`config.mk`:
```
export PLATFORM = sky130hd
export DESIGN_NAME = traffic_phase_monitor
export DESIGN_NICKNAME = d
export VERILOG_FILES = /design/src/rtl/traffic_phase_monitor.sv
export SDC_FILE = /design/constraint.sdc
export NUM_CORES = 1
export LEC_CHECK = 0
export BUFFER_PORTS_ARGS = -buffer_cell sky130_fd_sc_hd__buf_2
export CORE_MARGIN = 8
export CORE_UTILIZATION = 44
export CTS_CLUSTER_SIZE = 40
export DETAILED_ROUTE_END_ITERATION = 8
export SYNTH_ARGS = -nofsm -noshare
export SYNTH_HDL_FRONTEND = slang
export SYNTH_SLANG_ARGS = --single-unit
```
`constraint.sdc`:
```
create_clock -name clk -period 5.25 [get_ports clk]
set_clock_uncertainty 0.1 [all_clocks]
set_input_delay 1.3125 -clock clk [delete_from_list [all_inputs] [get_ports clk]]
set_output_delay 1.3125 -clock clk [all_outputs]
set_load 0.01 [all_outputs]
```
`src/rtl/traffic_phase_monitor.sv`:
```
// Passive checker for the traffic light controller's output interface: lamp sequencing,
// per-phase dwell limits and side rotation, with a sticky first-error snapshot and rotation count.
module traffic_phase_monitor #(
    parameter int unsigned G_MIN = 4,
    parameter int unsigned G_MAX = 20,
    parameter int unsigned Y_MIN = 2,
    parameter int unsigned Y_MAX = 4,
    parameter int unsigned R_MAX = 3,
    parameter int unsigned CNT_W = 8
) (
    input  logic       clk,
    input  logic       reset,
    input  logic       start,
    input  logic [3:0] at_side,
    input  logic [3:0] at_state,
    input  logic       R,
    input  logic       Y,
    input  logic       G,
    output logic       active,
    output logic       err,
    output logic [2:0] err_code,
    output logic [3:0] err_side,
    output logic [3:0] err_state,
    output logic [7:0] rounds
);

    typedef enum logic [2:0] {
        S_IDLE   = 3'd0,
        S_GREEN  = 3'd1,
        S_YELLOW = 3'd2,
        S_RED    = 3'd3,
        S_ERROR  = 3'd4
    } state_t;

    state_t           state;
    logic [CNT_W-1:0] dwell;
    logic [3:0]       side;

    logic             only_g;
    logic             only_y;
    logic             only_r;
    logic             lamp_ok;
    logic             side_ok;
    logic             tracking;
    logic             rg_edge;
    logic [3:0]       side_exp;
    logic [CNT_W-1:0] dwell_inc;
    logic [7:1]       viol;
    logic [2:0]       code;

    // Per-cycle violation detection; dwell holds the cycles already seen in the current lamp.
    always_comb begin
        only_g    = G & ~Y & ~R;
        only_y    = Y & ~G & ~R;
        only_r    = R & ~G & ~Y;
        lamp_ok   = only_g | only_y | only_r;
        side_ok   = (at_side != 4'd0) && ((at_side & (at_side - 4'd1)) == 4'd0);
        tracking  = (state == S_GREEN) || (state == S_YELLOW) || (state == S_RED);
        rg_edge   = (state == S_RED) && only_g;
        side_exp  = rg_edge ? {side[2:0], side[3]} : side;
        dwell_inc = (&dwell) ? dwell : dwell + CNT_W'(1);

        viol    = '0;
        viol[1] = !lamp_ok;
        viol[2] = !side_ok;
        viol[3] = ((state == S_GREEN)  && only_r) ||
                  ((state == S_YELLOW) && only_g) ||
                  ((state == S_RED)    && only_y);
        viol[4] = (state == S_GREEN) &&
                  ((only_g && (dwell >= CNT_W'(G_MAX))) ||
                   (only_y && ((dwell < CNT_W'(G_MIN)) || (dwell > CNT_W'(G_MAX)))));
        viol[5] = (state == S_YELLOW) &&
                  ((only_y && (dwell >= CNT_W'(Y_MAX))) ||
                   (only_r && ((dwell < CNT_W'(Y_MIN)) || (dwell > CNT_W'(Y_MAX)))));
        viol[6] = (state == S_RED) && only_r && (dwell >= CNT_W'(R_MAX));
        viol[7] = (at_side != side_exp);
        if (!tracking) begin
            viol = '0;
        end

        // Lowest-numbered cause wins.
        code = 3'd0;
        for (int i = 7; i >= 1; i--) begin
            if (viol[i]) begin
                code = 3'(i);
            end
        end
    end

    always_ff @(posedge clk) begin
        if (!reset) begin
            state     <= S_IDLE;
            dwell     <= '0;
            side      <= 4'd0;
            active    <= 1'b0;
            err       <= 1'b0;
            err_code  <= 3'd0;
            err_side  <= 4'd0;
            err_state <= 4'd0;
            rounds    <= 8'd0;
        end else begin
            case (state)
                S_IDLE: begin
                    if (start && only_g && side_ok) begin
                        state  <= S_GREEN;
                        side   <= at_side;
                        dwell  <= CNT_W'(1);
                        active <= 1'b1;
                    end
                end
                S_GREEN, S_YELLOW, S_RED: begin
                    if (!start) begin
                        state  <= S_IDLE;
                        dwell  <= '0;
                        active <= 1'b0;
                    end else if (code != 3'd0) begin
                        state     <= S_ERROR;
                        active    <= 1'b0;
                        err       <= 1'b1;
                        err_code  <= code;
                        err_side  <= at_side;
                        err_state <= at_state;
                    end else if ((state == S_GREEN) && only_y) begin
                        state <= S_YELLOW;
                        dwell <= CNT_W'(1);
                    end else if ((state == S_YELLOW) && only_r) begin
                        state <= S_RED;
                        dwell <= CNT_W'(1);
                    end else if (rg_edge) begin
                        state <= S_GREEN;
                        dwell <= CNT_W'(1);
                        side  <= at_side;
                        if (at_side == 4'b0001) begin
                            rounds <= rounds + 8'd1;
                        end
                    end else begin
                        dwell <= dwell_inc;
                    end
                end
                S_ERROR: begin
                    state <= S_ERROR;
                end
                default: begin
                    state  <= S_IDLE;
                    active <= 1'b0;
                end
            endcase
        end
    end

endmodule

```
# Word-level counts from Yosys, hierarchy flattened

Index checks and enable logic that the tools add are counted.

Flip-flop bits (word level): 36

Add/sub/neg operators: 3
Magnitude comparators: 7
Equal/unequal tests: 16
Multiplexer cells: 35
Bitwise operators: 16
Reduce and logical (&&, ||, !) cells: 40

Operators with widths:

| cell                                                                  | number |
|---|---|
| 8-bit two-way mux                                                     | 7 |
| 3-bit two-way mux                                                     | 13 |
| 4-bit two-way mux                                                     | 7 |
| 1-bit logical AND                                                     | 17 |
| 8-bit by 1-bit adder with 8-bit output, second input constant         | 2 |
| 8-bit case mux with 2 select lines                                    | 1 |
| 7-bit AND reduction                                                   | 2 |
| 2-bit inequality test, second input constant                          | 6 |
| 6-bit inequality test, second input constant                          | 2 |
| 3-bit case mux with 3 select lines                                    | 1 |
| 8-bit by 2-bit >= comparator with 1-bit output, second input constant | 1 |
| 8-bit by 3-bit >= comparator with 1-bit output, second input constant | 1 |
| 8-bit by 5-bit >= comparator with 1-bit output, second input constant | 1 |
| 8-bit by 3-bit > comparator with 1-bit output, second input constant  | 1 |
| 8-bit by 5-bit > comparator with 1-bit output, second input constant  | 1 |
| 1-bit logical OR                                                      | 8 |
| 8-bit by 2-bit < comparator with 1-bit output, second input constant  | 1 |
| 8-bit by 3-bit < comparator with 1-bit output, second input constant  | 1 |
| 4-bit case mux with 2 select lines                                    | 1 |
| 8-bit AND reduction                                                   | 1 |
| 7-bit two-way mux                                                     | 1 |
| 1-bit NOT                                                             | 7 |
| 1-bit AND                                                             | 6 |
| 3-bit by 2-bit == test with 1-bit output, second input constant       | 2 |
| other kinds (20)                                                      | 26 |

# Longest topological paths before layout

Gate-level depths: netlist of run 1.

Depth in word-level cells: 18
Mapped depth: 11
Mapped depth without buffers: 10

# Least setup slack after synthesis of run 1

OpenSTA, ideal clock, no wires.

Kind: input to register
Start point: input at_side[3]
End point: register rounds[3]
Setup time: 72 ps
Arrival time: 3443 ps
Required time: 5078 ps
Setup slack: 1635 ps
Stages: 9
Buffers on the path: 1
Cell sequence: clkbuf_1 nor4b_1 a211oi_1 a211oi_1 nor4b_2 nand3_2 nor2_2 and4_1 mux2i_1

Longest elaborated chain between the ends: 12

Ends and longest elaborated chain:

| element                                                                              | RTL line | RTL |
|---|---|---|
| from (decl)                                                                          | 14       | `input logic [3:0] at_side,` |
| branches (longest 11 deep; another with 4-bit by 1-bit subtractor with 4-bit output) | n/a      |  |
| 7-bit AND reduction (no line) (*)                                                    | n/a      |  |
| to (signal assigned)                                                                 | 134      | `rounds <= rounds + 8'd1;` |
| to (decl)                                                                            | 24       | `output logic [7:0] rounds` |

Mark *: on every way between the ends.
A chain may end at the register's enable or synchronous reset.

# Final worst setup path of run 1

Start point: input Y
End point: register state[2]

Longest elaborated chain between the ends: 18

Ends and longest elaborated chain:

| element                            | RTL line | RTL |
|---|---|---|
| from (decl)                        | 17       | `input logic Y,` |
| 1-bit NOT                          | 53, 55   |  |
| 1-bit AND (2 in a row)             | 53       | `only_g = G & ~Y & ~R;` |
| 1-bit logical AND                  | 59       | `rg_edge = (state == S_RED) && only_g;` |
| 4-bit two-way mux                  | 60       | `side_exp = rg_edge ? {side[2:0], side[3]} : side;` |
| 4-bit inequality test              | 76       | `viol[7] = (at_side != side_exp);` |
| 7-bit two-way mux                  | 77       | `if (!tracking) begin` |
| 3-bit two-way mux (7 in a row)     | 84       | `if (viol[i]) begin` |
| 3-bit nonzero test                 | 116      | `end else if (code != 3'd0) begin` |
| 3-bit two-way mux                  | 116      |  |
| 3-bit two-way mux                  | 112      | `if (!start) begin` |
| 3-bit case mux with 3 select lines | 102      | `case (state)` |
| to (signal assigned)               | 105      | `state <= S_GREEN;` |
| to (signal assigned)               | 113      | `state <= S_IDLE;` |
| to (signal assigned)               | 117      | `state <= S_ERROR;` |
| to (decl)                          | 35       | `state_t state;` |

Several ways; a longest one is shown, not always the timed one.

==> qor.yml, run 1 <==
power_density_nw_per_um2: 207
drcViolationCount: 0
outcome: "complete, no violations"
die_area_um2: 7670
timing.fmax_mhz: 248
ctsHoldBuffers: 0
dpl-instance-area_um2: 2450
die_h_um: 87.6
io_pins: 35
initial_utilization_pct: 44.7
crit_arrival_ns: 4.12
place_hpwl_um: 4180
drt_iter0_drc: 135
htree_levels: 2
hold_viol_final: 0
drv_slew: 0
synth_edf_count: 0
routedWlPerCell_um: 14.6
vias: 2090
synthFlopType: "dfxtp_1"
placeableCoreArea_um2: 5040
ys_types: 54
avgViaCountPerCell: 5.50
total_power_mw: 0.528
cts_tree: "done"
startpoint_type: "primary input"
period_share_pct: 76.8
crit_path_max_fanout: 13
routed_wirelength_um: 5560
areaGrowthSynthToFinish_pct: 13.0
drive_above_1_share_pct: 18.7
fin_area_um2: 2550
synthesis.nets: 299
path_class: "primary input to register"
grt_max_degree: 41
peakVddDrop_v: 0.000171
drt_first_pass_iters: 4
insertedDiodeCount: 0
rsz0062_at_grt: "no"
yosysSeqAreaShare_pct: 31.9
cts-buffers-inserted: 5
fp.dieW_um: 87.6
hold_class: "register to register"
numPortBuffers: 34
core.rowCount: 26
clk_pin_slew_worst_paths_ns: 0.07
postCtsSetupRepairBufs: 0
worst_slew_pin_slew_ns: 0.676
ys_ff_latch: 36
place.gp.congestion: 0.859
async_flop_share_pct: 0
grt_pass1_wl_um: 8990
leakage_nw: 0.963
place_ws_ns: 0.871
clk_latency_ns: 0.29
ant_nets: 0
cts_buffer_depth: 2
clock-sinks: 36
fin_crit_ns: 4.03
fin_nets: 326
cts_resized: 0
syn_avg_cell_area_um2: 8.00
setup_viol: 0
cap_violations: 0
grt_pass1_vias: 1934
mostFrequentLayoutCell: "nand2_1"
grt.total_usage_pct: 14.8
layout_common_cells: "nand2_1, dfxtp_1, buf_2"
finalSetupTns_ns: 0
cts-root-buf: "clkbuf_8"
fin_ws_ns: 1.22
gr-total-overflow: 0
synthCells: 282
antenna_found_initial: 0
max-slew-margin-rel_pct: 55.0
netlist_area_um2: 2260
critPathRequiredTime_ns: 5.34
end_kind: "register"
yosysWarnings: 0
==> stage by stage <==
step           hold WS [ns]  utilization, %  std cells
6_report              0.361            50.5        380
5_1_grt               0.378            50.5        380
4_1_cts               0.365            50.5        380
2_1_floorplan         0.341               -        282
3_5_place_dp          0.348            48.6        372
3_3_place_gp          0.341            48.6        372
==> final cells by class <==
type	instances	area (um2)
fillers	521	2490
repair buffers	35	178
well taps	70	87.6
inverters	9	33.8
flip-flops and latches	36	721
clock inverters	2	15.0
multi-input cells	222	1430
clock buffers	6	82.6
==> layer usage <==
layer	wire [um]	up-vias	track usage, %
li1	-	1072	-
met2	2510	46	23.2
met3	285	7	4.32
met4	76	0	5.47
met1	2690	965	18.8
met5	0	-	0
==> cell usage after synthesis (5+ instances only) <==
cell type / count / area, um2
nand2_1: 42 / 158
o21ai_0: 8 / 40.0
nor2_1: 21 / 78.8
inv_1: 9 / 33.8
a211oi_1: 7 / 52.6
nand2b_1: 6 / 37.5
and3_1: 7 / 43.8
xor2_1: 5 / 43.8
nand3_1: 9 / 45.0
nor2b_1: 5 / 31.3
dfxtp_1: 36 / 721
mux2i_1: 15 / 150
a21oi_1: 12 / 60.1
nor3_1: 12 / 60.1
o31ai_1: 6 / 45.0
or3_1: 5 / 31.3
clkbuf_1: 10 / 37.5
==> critical path: stages <==
cell	delay (ns)
buf_2	0.16
or3b_4	0.46
nor2_4	0.19
mux2i_1	0.15
nor4_4	0.45
nor4_1	0.14
o21ai_2	0.43
nand2_1	0.49
o21a_1	0.32
==> cell families (layout without fill, tap and decap cells) <==
| family | Yosys count | after routing | synth area share [%] |
|---|---|---|---|
| AND/OR/NAND/NOR | 138 | 138 | 33.2 |
| adder cells (fa/ha/maj) | 3 | 3 | 1.66 |
| buffers and inverters | 24 | 52 | 4.60 |
| flip-flops | 36 | 36 | 31.9 |
| XOR/XNOR | 7 | 7 | 2.72 |
| AO/OA/AOI/OAI | 58 | 58 | 18.7 |
| multiplexers | 16 | 16 | 7.15 |
==> power by group <==
part           switching [mW]  internal [mW]
Combinational          0.0286         0.0146
Clock                   0.103          0.106
Sequential            0.00105          0.274
Total                   0.133          0.395
==> state kept, by name, indices dropped and copies added, names as in the netlist <==
register	count
err	1
rounds	8
err_code	3
err_state	4
state	3
active	1
err_side	4
side	4
dwell	8
==> final timing paths <==
kind	depth (start not counted)	slack, ns	end	startpoint
worst min-delay path	1	0.36	err$_SDFFE_PN0P_	err$_SDFFE_PN0P_
worst min register to register	1	0.36	err$_SDFFE_PN0P_	err$_SDFFE_PN0P_
worst max register to register	8	2.08	state[2]$_SDFFE_PN0P_	state[2]$_SDFFE_PN0P_
worst max-delay path	9	1.22	state[2]$_SDFFE_PN0P_	Y
(Power assumes the default switching activity.)
==> inputs of run 2 (changes only) <==
--- a/config.mk
+++ b/config.mk
@@ -10,6 +10,7 @@
 export CORE_UTILIZATION = 44
 export CTS_CLUSTER_SIZE = 40
 export DETAILED_ROUTE_END_ITERATION = 8
+export PLACE_DENSITY = 0.67
 export SYNTH_ARGS = -nofsm -noshare
 export SYNTH_HDL_FRONTEND = slang
 export SYNTH_SLANG_ARGS = --single-unit
==> constraint.sdc (replaced) <==
create_clock -name clk -period 3.3 [get_ports clk]
set_clock_uncertainty 0.1 [all_clocks]
set_input_delay 0.825 -clock clk [delete_from_list [all_inputs] [get_ports clk]]
set_output_delay 0.825 -clock clk [all_outputs]
set_load 0.01 [all_outputs]
==> run 2 against run 1 <==
Compared with the run above: critical path depth grew 3; largest cell class unchanged; total power grew 59%; wire length grew 2.6%; register-to-register slack lost 1.7 ns; clock power grew 50%.
==> qor.yml, run 2 (synthesis gave the netlist of run 1 again) <==
outcome: "complete, no violations"
placeableCoreArea_um2: 5040  # unchanged
power_density_nw_per_um2: 299  # +45%
rsz0062_at_grt: "no"
r2r_slack_ns: 0.39  # -1.69 ns
die_h_um: 87.6  # unchanged
p_switching_mw: 0.217  # +63%
gr-total-overflow: 0  # unchanged
fin_nets: 358  # +9.8%
grt_pass1_vias: 2156  # +11%
drcViolationCount: 0  # unchanged
grt_pass1_wl_um: 9940  # +11%
place_hpwl_um: 4350  # +4.0%
clk_pin_slew_worst_paths_ns: 0.08  # about the same
fin_crit_ns: 3.07
vias: 2256  # +7.9%
postCtsSetupRepairBufs: 0  # unchanged
numPortBuffers: 34  # unchanged
die_area_um2: 7670  # unchanged
ant_nets: 0  # unchanged
p_seq_share_pct: 52.2  # about the same
clkPwrFrac_pct: 37.5  # -2.2 points
fin_ws_ns: 0.225  # -0.993 ns
cts_buffer_depth: 2  # unchanged
layout_common_cells: "nand2_1, dfxtp_1, buf_2"
r2r_cells: 11  # +3
critPathRequiredTime_ns: 3.42  # -1.92 ns
drive_above_1_share_pct: 26.6  # +7.9 points
reg_top3: "dwell (8), rounds (8)"
period_share_pct: 93.2
drv_slew: 0  # unchanged
pwr-share-comb_pct: 10.3  # +2.1 points
place.gp.congestion: 0.895  # +4.1%
leakage_nw: 1.13  # +17%
cts_tree: "done"
drt_iter0_drc: 141  # +4.4%
hold_depth: 2  # +1
finalHoldWorstSlack_ns: 0.357  # -0.00423 ns
setup_viol: 0  # unchanged
path_class: "primary input to register"
place_ws_ns: -0.0847  # -0.956 ns
hold_viol_final: 0  # unchanged
worst_slew_pin_slew_ns: 0.625  # -0.0505 ns
cap_violations: 0  # unchanged
clk_latency_ns: 0.29  # about the same
mostFrequentLayoutCell: "nand2_1"
max-slew-margin-rel_pct: 58.0  # +3.0 points
p_sw_share_pct: 26.0  # +0.74 points
peakVddDrop_v: 0.000224  # +31%
fp.dieW_um: 87.6  # unchanged
antenna_found_initial: 0  # unchanged
areaGrowthSynthToFinish_pct: 24.0
io_pins: 35  # unchanged
timing.fmax_mhz: 325
grt.total_usage_pct: 15.9  # +1.1 points
initial_utilization_pct: 44.7  # unchanged
clock-sinks: 36  # unchanged
insertedDiodeCount: 0  # unchanged
htree_levels: 2  # unchanged
end_kind: "register"
routedWlPerCell_um: 13.8  # -5.4%
crit_arrival_ns: 3.19  # -0.93 ns
crit_path_max_fanout: 9  # -4
internal_power_mw: 0.620  # +57%
hold_class: "register to register"
drt_first_pass_iters: 4  # unchanged
cts-root-buf: "clkbuf_8"
startpoint_type: "primary input"
core.rowCount: 26  # unchanged
avgViaCountPerCell: 5.48  # -0.44%
cts-buffers-inserted: 5  # unchanged
grt_max_degree: 40  # -2.4%
routed_wirelength_um: 5700  # +2.6%
-- run 2: changes by cell type in the layout (fill, tap and decap cells not counted), sizes merged --
cell      delta
clkbuf       -1
clkinv       +3
buf         +32
clkinvlp     -2
-- run 2: what timing repair did --
action	CTS	global route
resized for setup	0	1
setup endpoints to repair	0	8
endpoints found under the hold margin	0	0
hold buffers	0	0
-- run 2: path summary, 6_finish.rpt --
kind | startpoint | to
worst max-delay path | Y | dwell[2]$_SDFFE_PN0P_
worst max register to register | state[1]$_SDFFE_PN0P_ | dwell[2]$_SDFFE_PN0P_
worst min-delay path | err_side[1]$_SDFFE_PN0P_ | err_side[1]$_SDFFE_PN0P_
worst min register to register | err_side[1]$_SDFFE_PN0P_ | err_side[1]$_SDFFE_PN0P_
-- run 2: area by class of cell --
type	count	area (um2)
tap	70	87.6
clock buffer	5	68.8
timing repair buffer	67	430
inverter	9	33.8
multi-input combinational	222	1440
sequential	36	721
clock inverter	3	18.8
fill	494	2240
-- run 2: worst max-delay path: stages --
cell and delay [ns]:
buf_2 0.12, or3b_2 0.43, a2111oi_0 0.54, buf_4 0.20, a211oi_1 0.05, nor4b_2 0.18, buf_4 0.17, a21oi_1 0.15
buf_4 0.15, nor2_2 0.08, a31o_2 0.23, o21ai_0 0.06
-- run 2: power groups by stage --
| stage | clock network, mW | registers, mW | logic, mW |
|---|---|---|---|
| after floorplan | 0 | 0.447 | 0.0496 |
| after global placement | 0 | 0.447 | 0.0841 |
| after detailed placement | 0 | 0.447 | 0.0851 |
| after CTS | 0.326 | 0.437 | 0.0855 |
| after global routing | 0.345 | 0.437 | 0.0956 |
| final | 0.314 | 0.437 | 0.0859 |
-- run 2: through the flow --
stage	TNS, ns	cells	area, um2	utilization [%]	power (mW)
after floorplan	0	282	2260	-	0.496
after global placement	-0.295	404	2700	53.6	0.531
after detailed placement	-1.11	404	2700	53.6	0.532
after CTS	0	412	2790	55.4	0.848
after global routing	0	412	2800	55.5	0.878
final	0	412	2800	55.5	0.837
-- run 2: per-layer routing --
metal / track usage (%) / wire [um] / vias up
met5: 0 / 0 / -
met4: 5.47 / 104 / 0
met3: 3.56 / 325 / 10
met2: 25.7 / 2600 / 56
met1: 20.4 / 2680 / 1052
li1: - / - / 1138
